[config.mk]
export PLATFORM = sky130hd
export DESIGN_NAME = sat_counter
export DESIGN_NICKNAME = d
export VERILOG_FILES = /design/src/rtl/result_checker_pkg.sv /design/src/rtl/result_checker_sat.sv
export SDC_FILE = /design/constraint.sdc
export NUM_CORES = 1
export LEC_CHECK = 0
export CORE_MARGIN = 3
export CORE_UTILIZATION = 49
export DETAILED_ROUTE_END_ITERATION = 6
export PLACE_DENSITY = 0.78
export SLEW_MARGIN = 10
export SYNTH_ARGS = -nofsm -noshare
export SYNTH_HDL_FRONTEND = slang
export SYNTH_SLANG_ARGS = --single-unit
[constraint.sdc]
create_clock -name clk -period 3.2 [get_ports clk]
set_clock_uncertainty 0.05 [all_clocks]
set_input_delay 0.48 -clock clk [delete_from_list [all_inputs] [get_ports clk]]
set_output_delay 0.48 -clock clk [all_outputs]
set_load 0.05 [all_outputs]
[src/rtl/result_checker_pkg.sv]
// Shared definitions for the result checker.
//   - state_e  : checker state (IDLE / RUN / HALT), 2-bit encoding
//   - sat_inc  : saturating increment for counters up to SAT_MAX_W bits wide
//   - DATA_W_DEF / CNT_W_DEF : default widths of result words and counters
package result_checker_pkg;

    localparam int DATA_W_DEF = 128;
    localparam int CNT_W_DEF  = 32;
    localparam int SAT_MAX_W  = 64;

    typedef enum logic [1:0] {
        IDLE = 2'd0,
        RUN  = 2'd1,
        HALT = 2'd2
    } state_e;

    // Increment v, but stop at the all-ones value of a w-bit counter.
    function automatic logic [SAT_MAX_W-1:0] sat_inc(input logic [SAT_MAX_W-1:0] v,
                                                     input int unsigned          w);
        logic [SAT_MAX_W-1:0] top;
        top = (w >= SAT_MAX_W) ? {SAT_MAX_W{1'b1}}
                               : ((SAT_MAX_W'(1) << w) - SAT_MAX_W'(1));
        sat_inc = (v >= top) ? top : v + SAT_MAX_W'(1);
    endfunction

endpackage

[src/rtl/result_checker_sat.sv]
// sat_counter: W-bit saturating event counter.
// Ports:
//   clk  - core clock
//   rst  - synchronous active-high reset (counter to 0)
//   inc  - count one event this cycle
//   clr  - synchronous clear (wins over inc)
//   q    - current count, sticks at 2^W-1
module sat_counter
    import result_checker_pkg::*;
#(
    parameter int W = 32
) (
    input  logic         clk,
    input  logic         rst,
    input  logic         inc,
    input  logic         clr,
    output logic [W-1:0] q
);

    logic [W-1:0] q_q;
    logic [W-1:0] q_d;

    always_comb begin
        q_d = q_q;
        if (clr) begin
            q_d = '0;
        end else if (inc) begin
            q_d = W'(sat_inc(SAT_MAX_W'(q_q), W));
        end
    end

    always_ff @(posedge clk) begin
        if (rst) begin
            q_q <= '0;
        end else begin
            q_q <= q_d;
        end
    end

    assign q = q_q;

endmodule

---- Yosys cells after proc, flatten, opt, wreduce, memory -nomap -nowiden ----
Index checks and enable logic that the tools add are counted.
cells by class
  $add $sub $neg .......................... 1
  multipliers ............................. 0
  div/mod/pow operators ................... 0
  magnitude comparators ................... 1
  equal/unequal tests ..................... 0
  shifts and indexed selects .............. 0
  mux-type cells .......................... 1
  bitwise logic cells ..................... 0
  reduce and logical (&&, ||, !) cells .... 1
operators by type and width
  kind                   number
  $add 32x1->32 const B  1
  $ge 32x32->1 const B   1
  $mux 32                1
  $reduce_or 2->1        1
storage, ports and cells
  register bits ........................... 32
  latch bits .............................. 0
  bits in writable memories ............... 0
  ROM bits ................................ 0
  input bits .............................. 4
  output and inout port bits .............. 32
  memories ................................ 0

---- Logic depth before layout (Yosys ltp) ----
  depth in word-level cells ............... 2
  gate-level depth with buffers ........... 9
  mapped depth without buffers ............ 6

---- Least setup slack after synthesis ----
Ideal clock, no wire load.
  kind .................................... flip-flop to flip-flop
  from .................................... register q_q[0] (netlist: q[0])
  to ...................................... register q_q[18] (netlist: q[18])
  setup time .............................. 74 ps
  arrival ................................. 2563 ps
  path slack .............................. 513 ps
  stages on the path, launching flop included .. 10
  path buffers ............................ 3
  clock period less this slack ............ 2687 ps
  cells stage by stage .................... dfxtp_1 ha_1 nand4_2 or3_1 buf_6 nor4_4 nand2b_2 buf_6 buf_8 a21oi_1
on the way
  word-level cells in the longest chain between the ends .. 2
  elaborated cells on any way between the ends .. 3
  those cells by class .................... 1 x add/sub; 1 x order compare; 1 x mux
RTL lines
  item                                           RTL line                  source
  start, declared                                result_checker_sat.sv:20  logic [W-1:0] q_q;
  start signal, assigned                         result_checker_sat.sv:36  q_q <= q_d;
  $add 32x1->32 or $ge 32x32->1 (tied branches)  result_checker_pkg.sv:23  sat_inc = (v >= top) ? top : v + SAT_MAX_W'(1);
  $mux 32 *                                      result_checker_pkg.sv:23
Mark *: on every way between the ends. The rest lies on a longest branch, timed or not.
A chain may end at the register's enable or synchronous reset.

==> run_summary.xml <==
<?xml version="1.0" encoding="UTF-8"?>
<metrics>
  <group name="outcome">
    <metric name="run_status" unit="">complete, no violations</metric>
  </group>
  <group name="detailed_routing">
    <metric name="detail_route.iter0.violations" unit="">101</metric>
    <metric name="finalWirelength" unit="mm">3.620</metric>
    <metric name="wire_per_inst" unit="um">14.42</metric>
    <metric name="vias" unit="">1392</metric>
    <metric name="firstDrtPassIters" unit="">4</metric>
    <metric name="routed_via_density" unit="">5.546</metric>
    <metric name="drtAntennaViolNets" unit="">0</metric>
    <metric name="drc" unit="">0</metric>
  </group>
  <group name="clock_tree">
    <metric name="number_of_buffers_added_by_the_clock_tree_synthesis_step" unit="">5</metric>
    <metric name="ctsResizeCount" unit="">0</metric>
    <metric name="post_cts.repair.setup_buffers" unit="">0</metric>
    <metric name="clock_tree.root_cell" unit="">clkbuf_4</metric>
    <metric name="ctsHtreeMaxLevel" unit="">2</metric>
    <metric name="cts_tree" unit="">built</metric>
    <metric name="worst_skew_pair.late_latency" unit="ns">0.34</metric>
    <metric name="cts.hold.buffers_added" unit="">0</metric>
    <metric name="cts_buffer_depth" unit="">2</metric>
    <metric name="cts.sink_count" unit="">32</metric>
    <metric name="path_clk_slew" unit="ns">0.10</metric>
  </group>
  <group name="synth">
    <metric name="yosys_most_used_dff" unit="">dfxtp_1</metric>
    <metric name="synth_cell_types" unit="">34</metric>
    <metric name="netlist_area_before_placement" unit="sq mm">0.001603</metric>
    <metric name="share_of_synthesized_registers_carrying_an_async_set_or_reset" unit="%">0</metric>
    <metric name="syn-instance-count" unit="">170</metric>
    <metric name="synth_top_area_share" unit="%">39.97</metric>
    <metric name="ys.warnings.count" unit="">0</metric>
    <metric name="cell_type_with_the_highest_aggregate_area_in_the_netlist" unit="">dfxtp_1</metric>
    <metric name="synth.area.top_cells" unit="">dfxtp_1 (40%), a21oi_2 (10%), xnor2_1 (7.1%)</metric>
    <metric name="avgSynthCellArea" unit="sq um">9.428</metric>
    <metric name="yosys.cell_count.top_type" unit="">dfxtp_1</metric>
    <metric name="proportion_of_synthesized_chip_area_in_sequential_cells" unit="%">39.97</metric>
    <metric name="synth_seq_cells" unit="">32</metric>
    <metric name="syn_nets" unit="">175</metric>
    <metric name="synth-edff-count" unit="">0</metric>
    <metric name="synth_common_cells" unit="">dfxtp_1 (32), a21oi_2 (19), xnor2_1 (13)</metric>
  </group>
  <group name="setup_path">
    <metric name="r2r.worst_path.cells" unit="">5</metric>
    <metric name="crit_path_frequent_cell" unit="">buf_4</metric>
    <metric name="worst-r2r-setup-slack" unit="ns">0.81</metric>
    <metric name="setup.worst_path.start_class" unit="">input pin</metric>
    <metric name="cp.required" unit="ns">3.41</metric>
    <metric name="critical_path.max_stage_delay" unit="ns">0.59</metric>
    <metric name="timing.rr.start" unit="">q[12]$_SDFFE_PP0P_</metric>
    <metric name="worstSetupEndpointType" unit="">register</metric>
    <metric name="cell_by_cell_trace_of_the_critical_path" unit="">clkdlybuf4s50_1, nand4_2, or3_1, nor4_4, buf_4, nand2b_2, buf_4, a21oi_2</metric>
    <metric name="worst_path_max_delay_cell" unit="">clkdlybuf4s50_1</metric>
    <metric name="largest_fanout_of_any_net_on_the_critical_path" unit="">15</metric>
    <metric name="r2r_end" unit="">q[31]$_SDFFE_PP0P_</metric>
    <metric name="setup.worst_path.class" unit="">input pin to register</metric>
    <metric name="crit_arrival" unit="ns">2.74</metric>
  </group>
  <group name="cells_and_area">
    <metric name="area_growth" unit="%">28.49</metric>
    <metric name="multi_input_comb_area" unit="sq um">877.1</metric>
    <metric name="largest_reg_flops" unit="">32</metric>
    <metric name="final_cell_count_without_fillers" unit="">251</metric>
    <metric name="seqCellArea" unit="sq um">640.6</metric>
    <metric name="drive_above_1_share" unit="%">17.39</metric>
    <metric name="antenna-diode-count" unit="">0</metric>
    <metric name="finalCoreUtilization" unit="%">66.91</metric>
    <metric name="layout.cell_area.non_filler" unit="sq mm">0.002059</metric>
    <metric name="fillerInstances" unit="">247</metric>
    <metric name="num-nets-final" unit="">211</metric>
  </group>
  <group name="global_routing">
    <metric name="global_route.usage.total" unit="%">19.44</metric>
    <metric name="grt_start_max_net_pins" unit="">33</metric>
    <metric name="antenna_found_initial" unit="">0</metric>
    <metric name="grt.overflow.total" unit="">0</metric>
    <metric name="global_route_wire_length_before_repair" unit="mm">6.244</metric>
    <metric name="grt_pass1_vias" unit="">1326</metric>
  </group>
  <group name="placement">
    <metric name="placement.setup.worst_slack" unit="ns">0.3299</metric>
    <metric name="placer_s_final_routability_congestion_estimate" unit="">0.8159</metric>
    <metric name="detailedPlacementHpwl" unit="mm">2.531</metric>
    <metric name="placedCellCount" unit="">243</metric>
    <metric name="port-buffer-count" unit="">35</metric>
    <metric name="placement.cell_area" unit="sq mm">0.001964</metric>
  </group>
  <group name="worst_hold_path">
    <metric name="worst_hold_path.num_cells" unit="">1</metric>
    <metric name="hold_path.class" unit="">register to register</metric>
    <metric name="whs_endpoint" unit="">q[31]$_SDFFE_PP0P_</metric>
    <metric name="timing.hold.worst.start" unit="">q[31]$_SDFFE_PP0P_</metric>
  </group>
  <group name="die">
    <metric name="core_region_area" unit="sq mm">0.003078</metric>
    <metric name="die-width" unit="um">63.19</metric>
    <metric name="design.die.area" unit="sq mm">0.003993</metric>
    <metric name="start_util" unit="%">52.07</metric>
    <metric name="dieHeight" unit="um">63.19</metric>
    <metric name="rows" unit="">20</metric>
    <metric name="io_pins" unit="">36</metric>
  </group>
  <group name="sta">
    <metric name="finalSetupViolCount" unit="">0</metric>
    <metric name="whs" unit="ns">0.4890</metric>
    <metric name="timing.max_slew.rel_slack" unit="%">45.38</metric>
    <metric name="finalHoldViolations" unit="">0</metric>
    <metric name="timing_max_transition_violations_final" unit="">0</metric>
    <metric name="final.setup.tns" unit="ns">0</metric>
    <metric name="maxClockFrequency" unit="MHz">395.6</metric>
    <metric name="post-route-min-period" unit="ns">2.528</metric>
    <metric name="final.setup.worst_slack" unit="ns">0.6724</metric>
    <metric name="grt_setup_unrepaired" unit="">no</metric>
    <metric name="period_share" unit="%">78.99</metric>
    <metric name="worst-slew-pin-transition" unit="ns">0.8193</metric>
  </group>
  <group name="power_and_ir_drop">
    <metric name="design_power" unit="mW">0.7715</metric>
    <metric name="power_per_cell_area" unit="mW/mm^2">374.6</metric>
    <metric name="power.static_leakage" unit="nW">0.6193</metric>
    <metric name="vdd.ir_drop.worst" unit="mV">0.2499</metric>
  </group>
  <group name="flow_run">
    <metric name="maxCapViolations" unit="">0</metric>
  </group>
</metrics>
==> power breakdown <==
group / internal [mW] / total (mW) / switching, mW
Combinational: 0.00748 / 0.0220 / 0.0145
Clock: 0.207 / 0.350 / 0.142
Sequential: 0.399 / 0.400 / 0.000967
Total: 0.614 / 0.772 / 0.158
==> area by class of cell <==
cell class	instances	share of cell area, %
clock buffers	7	3.159
repair buffers	39	18.47
multi-input cells	125	42.59
flip-flops and latches	32	31.11
clock inverters	1	1.458
well taps	44	2.673
inverters	3	0.5468
==> placed cells by master, fill, tap and decap left out, drive strengths merged <==
| master | synthesis | final |
|---|---|---|
| clkdlybuf4s50 | 0 | 35 |
| dfxtp | 32 | 32 |
| a21oi | 23 | 23 |
| xnor2 | 13 | 13 |
| nand2 | 12 | 12 |
| xor2 | 9 | 9 |
| nand3 | 9 | 9 |
| a31oi | 7 | 7 |
| clkbuf | 4 | 7 |
| or3 | 6 | 6 |
| nor2 | 6 | 6 |
| nor4 | 6 | 6 |
| and4 | 5 | 5 |
| nand4 | 5 | 5 |
| o21ai | 4 | 4 |
| buf | 6 | 4 |
| and3 | 3 | 3 |
| nor3 | 3 | 3 |
| a311oi | 3 | 3 |
| inv | 3 | 3 |
| and2 | 2 | 2 |
| a211oi | 2 | 2 |
| nand2b | 2 | 2 |
| or2 | 1 | 1 |
| mux2i | 1 | 1 |
| or4 | 1 | 1 |
| o31a | 1 | 1 |
| ha | 1 | 1 |
| bufinv | 0 | 1 |
==> how the worst max path moves through the flow <==
stage,start,endpoint,depth (start not counted)
6_report,inc,q[20]$_SDFFE_PP0P_,8
5_1_grt,inc,q[20]$_SDFFE_PP0P_,8
4_1_cts,inc,q[20]$_SDFFE_PP0P_,8
3_5_place_dp,inc,q[20]$_SDFFE_PP0P_,8
3_3_place_gp,inc,q[10]$_SDFFE_PP0P_,8
2_1_floorplan,q[0]$_SDFFE_PP0P_,q[18]$_SDFFE_PP0P_,9
==> worst max-delay path, delay by kind of cell <==
kind | cells | cell delay (ns)
buffers and inverters | 3 | 1.00
AOI/OAI and AO/OA | 1 | 0.16
and+or+nand+nor | 4 | 1.09
==> layer usage <==
| layer | part of all wire (%) | vias up | GRT usage, % | routed length [um] |
|---|---|---|---|---|
| met5 | 0 | - | 0 | 0 |
| li1 | - | 692 | - | - |
| met2 | 49 | 44 | 32.02 | 1780 |
| met1 | 44 | 649 | 24.70 | 1599 |
| met4 | 1.7 | 0 | 7.278 | 61 |
| met3 | 4.9 | 7 | 4.456 | 179 |
==> kinds of logic after synthesis <==
family / synth area share, %
AND/OR/NAND/NOR: 22.56
AO/OA/AOI/OAI: 18.74
flip-flops: 39.97
XOR/XNOR: 12.02
buffers and inverters: 5.308
multiplexers: 0.6245
adder cells (fa/ha/maj): 0.7805
Note: power is estimated with default switching activity, not from simulation.
